--- config.mk ---
export PLATFORM = sky130hd
export DESIGN_NAME = ctrl_rw_cas_scheduler
export DESIGN_NICKNAME = d
export VERILOG_FILES = /design/src/rtl/ctrl_rw_cas_scheduler.sv
export SDC_FILE = /design/constraint.sdc
export NUM_CORES = 1
export LEC_CHECK = 0
export ABC_AREA = 1
export CORE_ASPECT_RATIO = 0.8
export CORE_UTILIZATION = 64
export DETAILED_ROUTE_END_ITERATION = 6
export GPL_TIMING_DRIVEN = 1
export PLACE_DENSITY = 0.89
export SETUP_SLACK_MARGIN = 0.3
export SYNTH_ARGS = -nofsm -noshare
export SYNTH_HDL_FRONTEND = slang
export SYNTH_SLANG_ARGS = --single-unit
--- constraint.sdc ---
create_clock -name CK_t_i -period 6.7 [get_ports CK_t_i]
set_input_delay 1.005 -clock CK_t_i [delete_from_list [all_inputs] [get_ports CK_t_i]]
set_output_delay 1.005 -clock CK_t_i [all_outputs]
set_load 0.01 [all_outputs]
--- src/rtl/ctrl_rw_cas_scheduler.sv ---
// ctrl_rw_cas_scheduler: read/write column-command scheduler.
// Separate RD/WR FIFOs feed one CAS offer per slot. Same-direction CAS are batched.
// Spacing enforces tCCD and read->write / write->read turnaround.
// Write-queue watermarks decide when to change direction.
// Optional macro STARVE_GUARD_EN limits a same-direction run to MAX_RUN grants.
module ctrl_rw_cas_scheduler #(
    parameter int DEPTH   = 8,
    parameter int AW      = 16,
    parameter int WR_HI   = 6,
    parameter int WR_LO   = 2,
    parameter int MAX_RUN = 8
) (
    input  logic                       CK_t_i,
    input  logic                       reset_i,
    input  logic                       rd_valid_i,
    output logic                       rd_ready_o,
    input  logic                       rd_ap_i,
    input  logic [AW-1:0]              rd_addr_i,
    input  logic                       wr_valid_i,
    output logic                       wr_ready_o,
    input  logic                       wr_ap_i,
    input  logic [AW-1:0]              wr_addr_i,
    input  logic [4:0]                 tccd_i,
    input  logic [5:0]                 trtw_i,
    input  logic [5:0]                 twtr_i,
    output logic                       cas_valid_o,
    input  logic                       cas_ready_i,
    output logic [2:0]                 cas_req_o,
    output logic [AW-1:0]              cas_addr_o,
    output logic [$clog2(DEPTH):0]     rd_count_o,
    output logic [$clog2(DEPTH):0]     wr_count_o,
    output logic                       sched_idle_o
);
    localparam int PW = $clog2(DEPTH);
    localparam int CW = PW + 1;
    localparam int RW = $clog2(MAX_RUN + 1) + 1;
    localparam logic [2:0] RD_R = 3'd1, RDA_R = 3'd2, WR_R = 3'd3, WRA_R = 3'd4;
`ifdef STARVE_GUARD_EN
    localparam bit GUARD_EN = 1'b1;
`else
    localparam bit GUARD_EN = 1'b0;
`endif

    typedef enum logic [1:0] {S_IDLE, S_RD, S_WR, S_TURN} state_t;

    state_t          state_q, state_d;
    logic            dir_q, dir_d;          // 0 = RD, 1 = WR (target of TURN)
    logic [RW-1:0]   run_q, run_d;
    logic [5:0]      elapsed_q, same_gap_q, opp_gap_q;
    logic            last_wr_q;             // direction of the most recent issue

    logic [AW:0]     rd_mem [DEPTH];
    logic [AW:0]     wr_mem [DEPTH];
    logic [PW-1:0]   rd_wp_q, rd_rp_q, wr_wp_q, wr_rp_q;
    logic [CW-1:0]   rd_cnt_q, wr_cnt_q, rd_left, wr_left;
    logic            rd_push, wr_push, rd_pop, wr_pop, issue, can_move, run_hit;
    logic [AW:0]     rd_head, wr_head;
    logic [5:0]      tccd_eff, opp_t, gap_rd, gap_wr, gap_dir;
    logic            met_rd, met_wr, turn_ok;

    // A full queue refuses pushes even when it pops in the same cycle.
    assign rd_ready_o = (rd_cnt_q != CW'(DEPTH));
    assign wr_ready_o = (wr_cnt_q != CW'(DEPTH));
    assign rd_push    = rd_valid_i & rd_ready_o;
    assign wr_push    = wr_valid_i & wr_ready_o;
    assign rd_head    = rd_mem[rd_rp_q];
    assign wr_head    = wr_mem[wr_rp_q];
    assign issue      = cas_valid_o & cas_ready_i;
    assign rd_pop     = issue & (state_q == S_RD);
    assign wr_pop     = issue & (state_q == S_WR);
    assign rd_left    = rd_cnt_q - CW'(rd_pop);
    assign wr_left    = wr_cnt_q - CW'(wr_pop);
    assign can_move   = ~(cas_valid_o & ~cas_ready_i);
    assign run_hit    = GUARD_EN & issue & ((run_q + RW'(1)) >= RW'(MAX_RUN));
    assign rd_count_o = rd_cnt_q;
    assign wr_count_o = wr_cnt_q;
    assign sched_idle_o = (state_q == S_IDLE) && (rd_cnt_q == '0) && (wr_cnt_q == '0);

    // Queue storage; entries are {ap, addr}
    always_ff @(posedge CK_t_i) begin
        if (rd_push) rd_mem[rd_wp_q] <= {rd_ap_i, rd_addr_i};
        if (wr_push) wr_mem[wr_wp_q] <= {wr_ap_i, wr_addr_i};
    end

    // Queue pointers and occupancy
    always_ff @(posedge CK_t_i) begin
        if (reset_i) begin
            rd_wp_q <= '0; rd_rp_q <= '0; rd_cnt_q <= '0;
            wr_wp_q <= '0; wr_rp_q <= '0; wr_cnt_q <= '0;
        end else begin
            if (rd_push) rd_wp_q <= rd_wp_q + 1'b1;
            if (rd_pop)  rd_rp_q <= rd_rp_q + 1'b1;
            if (wr_push) wr_wp_q <= wr_wp_q + 1'b1;
            if (wr_pop)  wr_rp_q <= wr_rp_q + 1'b1;
            rd_cnt_q <= rd_cnt_q + CW'(rd_push) - CW'(rd_pop);
            wr_cnt_q <= wr_cnt_q + CW'(wr_push) - CW'(wr_pop);
        end
    end

    // Spacing: gaps are captured at each issue; elapsed counts cycles since it
    always_comb begin
        tccd_eff = (tccd_i == 5'd0) ? 6'd1 : {1'b0, tccd_i};
        opp_t    = (state_q == S_WR) ? twtr_i : trtw_i;
        gap_rd   = last_wr_q ? opp_gap_q : same_gap_q;
        gap_wr   = last_wr_q ? same_gap_q : opp_gap_q;
        gap_dir  = dir_q ? gap_wr : gap_rd;
        met_rd   = (elapsed_q >= gap_rd);
        met_wr   = (elapsed_q >= gap_wr);
        // TURN releases one cycle early so the new state offers on the first legal cycle
        turn_ok  = (({1'b0, elapsed_q} + 7'd1) >= {1'b0, gap_dir});
    end

    // Offer: head of the active direction once spacing is met; stable until issue
    always_comb begin
        cas_valid_o = 1'b0;
        cas_req_o   = 3'd0;
        cas_addr_o  = '0;
        if (state_q == S_RD && rd_cnt_q != '0 && met_rd) begin
            cas_valid_o = 1'b1;
            cas_req_o   = rd_head[AW] ? RDA_R : RD_R;
            cas_addr_o  = rd_head[AW-1:0];
        end else if (state_q == S_WR && wr_cnt_q != '0 && met_wr) begin
            cas_valid_o = 1'b1;
            cas_req_o   = wr_head[AW] ? WRA_R : WR_R;
            cas_addr_o  = wr_head[AW-1:0];
        end
    end

    // Direction FSM: no state change while an offer waits for cas_ready
    always_comb begin
        state_d = state_q;
        dir_d   = dir_q;
        run_d   = run_q;
        if (issue && run_q != RW'(MAX_RUN)) run_d = run_q + RW'(1);
        case (state_q)
            S_IDLE: begin
                run_d = '0;
                if (rd_cnt_q != '0 && wr_cnt_q < CW'(WR_HI)) begin
                    state_d = S_RD; dir_d = 1'b0;
                end else if (wr_cnt_q != '0) begin
                    state_d = S_WR; dir_d = 1'b1;
                end
            end
            S_RD: if (can_move) begin
                if (rd_left == '0 && wr_cnt_q == '0) begin
                    state_d = S_IDLE;
                end else if (rd_left == '0 || wr_cnt_q >= CW'(WR_HI) ||
                             (run_hit && wr_cnt_q != '0)) begin
                    state_d = S_TURN; dir_d = 1'b1; run_d = '0;
                end
            end
            S_WR: if (can_move) begin
                if (wr_left == '0 && rd_cnt_q == '0) begin
                    state_d = S_IDLE;
                end else if (rd_cnt_q != '0 && (wr_left == '0 || run_hit ||
                             (issue && wr_left <= CW'(WR_LO)))) begin
                    state_d = S_TURN; dir_d = 1'b0; run_d = '0;
                end
            end
            default: begin
                if (rd_cnt_q == '0 && wr_cnt_q == '0) state_d = S_IDLE;
                else if (turn_ok) state_d = dir_q ? S_WR : S_RD;
            end
        endcase
    end

    // State, run counter and spacing registers
    always_ff @(posedge CK_t_i) begin
        if (reset_i) begin
            state_q    <= S_IDLE;
            dir_q      <= 1'b0;
            run_q      <= '0;
            elapsed_q  <= '0;
            same_gap_q <= '0;
            opp_gap_q  <= '0;
            last_wr_q  <= 1'b0;
        end else begin
            state_q <= state_d;
            dir_q   <= dir_d;
            run_q   <= run_d;
            if (issue) begin
                elapsed_q  <= 6'd1;
                same_gap_q <= tccd_eff;
                opp_gap_q  <= (opp_t > tccd_eff) ? opp_t : tccd_eff;
                last_wr_q  <= (state_q == S_WR);
            end else if (elapsed_q != 6'h3f) begin
                elapsed_q <= elapsed_q + 6'd1;
            end
        end
    end
endmodule
==> flow_metrics.tcl <==
set metrics [dict create \
    rows 48 \
    start_kind "flop" \
    slowest_delay_ns 0.96 \
    postSynth.asyncResetShare 0 \
    num_vias 10191 \
    hp-start "opp_gap_q[2]" \
    crit_path_end_kind "output port" \
    drive_gt1_frac 0.0744 \
    synth.area.top_cells "edfxtp_1 (58%), nand2_1 (6.9%), dfxtp_1 (6.6%)" \
    critPathTopFamily "buffers and inverters" \
    fill_cells 1311 \
    synth-main-ff-cell "edfxtp_1" \
    rsz0062_at_grt "no" \
    finalWirelength_um 32700 \
    power_per_cell_area_nw_per_um2 330 \
    period_needed_ns 4.75 \
    ir_worst_vdd_uv 252 \
    port_buffers 86 \
    seq_area_frac_synth 0.642 \
    status "finished clean" \
    wl_per_cell_um 19.4 \
    fp.dieW_um 168 \
    syn_nets 1395 \
    worst-path-stages 8 \
    netlist_area_um2 14200 \
    yosysTopAreaCell "edfxtp_1" \
    clk_latency_ns 0.57 \
    tightest_slew_ns 1.19 \
    grt_pass1_wl_um 50400 \
    final_nets 1472 \
    hold_path.class "flop to flop" \
    dr.pass1.iters 6 \
    hold-path-cell-count 2 \
    hold_violations 0 \
    maxSlewViolCount 0 \
    clock-root-buffer "clkbuf_16" \
    critical_path.cell_chain "buf_4, inv_2, nor2_1, o32ai_1, nand2_1, a21oi_1, o21bai_1, clkdlybuf4s50_1" \
    multi_input_area_um2 4410 \
    synth_most_common_cell "edfxtp_1" \
    fin_ws_ns 1.95 \
    clock-sinks 319 \
    cpMaxStageDelayCell "inv_2" \
    post-place-ws_ns 2.67 \
    cts-htree-levels 1 \
    max_slew_margin 0.206 \
    route.detailed.drc 0 \
    finalCritPeriodShare 0.709 \
    cp.required_ns 5.69 \
    hold_buffers 0 \
    grt.total_usage 0.287 \
    grt_pass1_vias 9910 \
    clk_pin_slew_ns 0.06 \
    path_max_fanout 69 \
    r2r_start "last_wr_q" \
    yosysUniqueCellTypes 42 \
    overflow 0 \
    synth_commonest_cells "edfxtp_1 (272), nand2_1 (261), nor2_1 (160)" \
    area_growth_syn_to_layout_pct 14.2 \
    via_per_inst 6.05 \
    die_h_um 135 \
    dp_hpwl_um 18700 \
    grt_use_met1 0.371 \
    cts_buffers 29 \
    cts_tree "built" \
    grt_max_degree 70 \
    yosysWarnings 0 \
    syn_area_per_cell_um2 11.0 \
    die_area_um2 22800 \
    grtUsageMet3 0.0453 \
    post-route-util 0.747 \
    drtIter0Drc 1288 \
    start_util 0.655 \
    clockBufferDepth 3 \
    yosys.area.top_type_share 0.576 \
    rr_endpoint "state_q[1]" \
    final-setup-viol-count 0 \
    antenna_found_initial 1 \
    globalRouteMet2Util 0.495 \
    critPathKind "flop to output port" \
    reg2reg_setup_slack_ns 2.82 \
    tns_ns 0 \
    cts_resized 0 \
    synth-edff-count 272 \
    drtAntennaViolNets 0 \
    max_freq_mhz 211 \
    final-seq-area_um2 9110 \
    cts_setup_buffers 0 \
    leakagePower_nw 6.06 \
    rr_worst_depth 24 \
    drv_cap 0 \
    crit_arrival_ns 3.74 \
    synthCells 1285 \
    coreArea_um2 21700 \
    gp_congestion 0.869 \
    path_buf_inv 3 \
    io_pins 87 \
    busiest_layer "met2" \
    hold_end "opp_gap_q[2]" \
    diodes 0 \
    synth_seq_cells 319 \
    clock_skew_ns 0.0169 \
]
==> through the flow <==
step	total power [W]	cell area, um2	hold WS [ns]	instances
2_1_floorplan	0.00329	14200	0.449	1285
3_3_place_gp	0.00367	15300	0.463	1631
3_5_place_dp	0.00374	15300	0.473	1631
4_1_cts	0.00534	16200	0.486	1685
5_1_grt	0.00559	16200	0.505	1685
6_report	0.00535	16200	0.484	1685
==> logic make-up after synthesis <==
logic type / synth area share
XOR/XNOR: 0.00679
AND/OR/NAND/NOR: 0.133
flip-flops: 0.642
AO/OA/AOI/OAI: 0.122
buffers and inverters: 0.0473
multiplexers: 0.000705
adder cells (fa/ha/maj): 0.0487
==> sequential cells by signal, summed over array words and instances (netlist names), named ones only <==
register and count:
dir_q 1, elapsed_q 6, last_wr_q 1, opp_gap_q 6, rd_count_o 4, rd_mem 136, rd_rp_q 3, rd_wp_q 3
same_gap_q 5, state_q 2, wr_count_o 4, wr_mem 136, wr_rp_q 3, wr_wp_q 3
==> layout make-up <==
| cell class | instances | share of cell area |
|---|---|---|
| multi-input combinational | 806 | 0.272 |
| tap | 300 | 0.0232 |
| inverter | 100 | 0.0235 |
| clock buffer | 35 | 0.0468 |
| sequential | 319 | 0.562 |
| timing repair buffer | 106 | 0.0624 |
| clock inverter | 19 | 0.00965 |
==> layout by cell type, fill, tap and decap left out, drive strengths merged, types with 15 or more instances in the layout <==
| cell | synthesis | final |
|---|---|---|
| nand3 | 20 | 20 |
| nand2 | 272 | 272 |
| o21ai | 94 | 94 |
| clkinv | 1 | 15 |
| buf | 26 | 20 |
| inv | 99 | 101 |
| ha | 52 | 52 |
| dfxtp | 47 | 47 |
| clkdlybuf4s50 | 0 | 86 |
| nor2 | 163 | 163 |
| o21bai | 15 | 15 |
| o32ai | 34 | 34 |
| clkbuf | 34 | 35 |
| a32o | 16 | 16 |
| edfxtp | 272 | 272 |
| a22oi | 16 | 16 |
| a21oi | 94 | 94 |
==> power by group <==
part / internal, W / total (W) / switching [W]
logic: 0.000505 / 0.00136 / 0.000852
clock network: 0.000888 / 0.00161 / 0.000726
registers: 0.00230 / 0.00238 / 0.0000796
total: 0.00370 / 0.00535 / 0.00166
==> per-layer routing <==
metal / wire, um / vias up
met5: 10 / -
met2: 16000 / 608
met1: 12600 / 4831
li1: - / 4668
met4: 1090 / 2
met3: 3080 / 82
==> tightest hold or removal path, stage by stage (launching register included) <==
cell,delay (ns)
dfxtp_1,0.31
inv_1,0.07
o21ai_1,0.06
==> worst max-delay path by stage <==
stage               from        endpoint  slack, ns
3_5_place_dp        flop   cas_addr_o[8]       2.67
4_1_cts             flop  cas_addr_o[11]       2.03
6_report            flop   cas_addr_o[3]       1.95
2_1_floorplan  last_wr_q      state_q[1]       3.60
3_3_place_gp        flop   cas_addr_o[1]       2.77
5_1_grt             flop  cas_addr_o[14]       1.84
(Power assumes the default switching activity.)
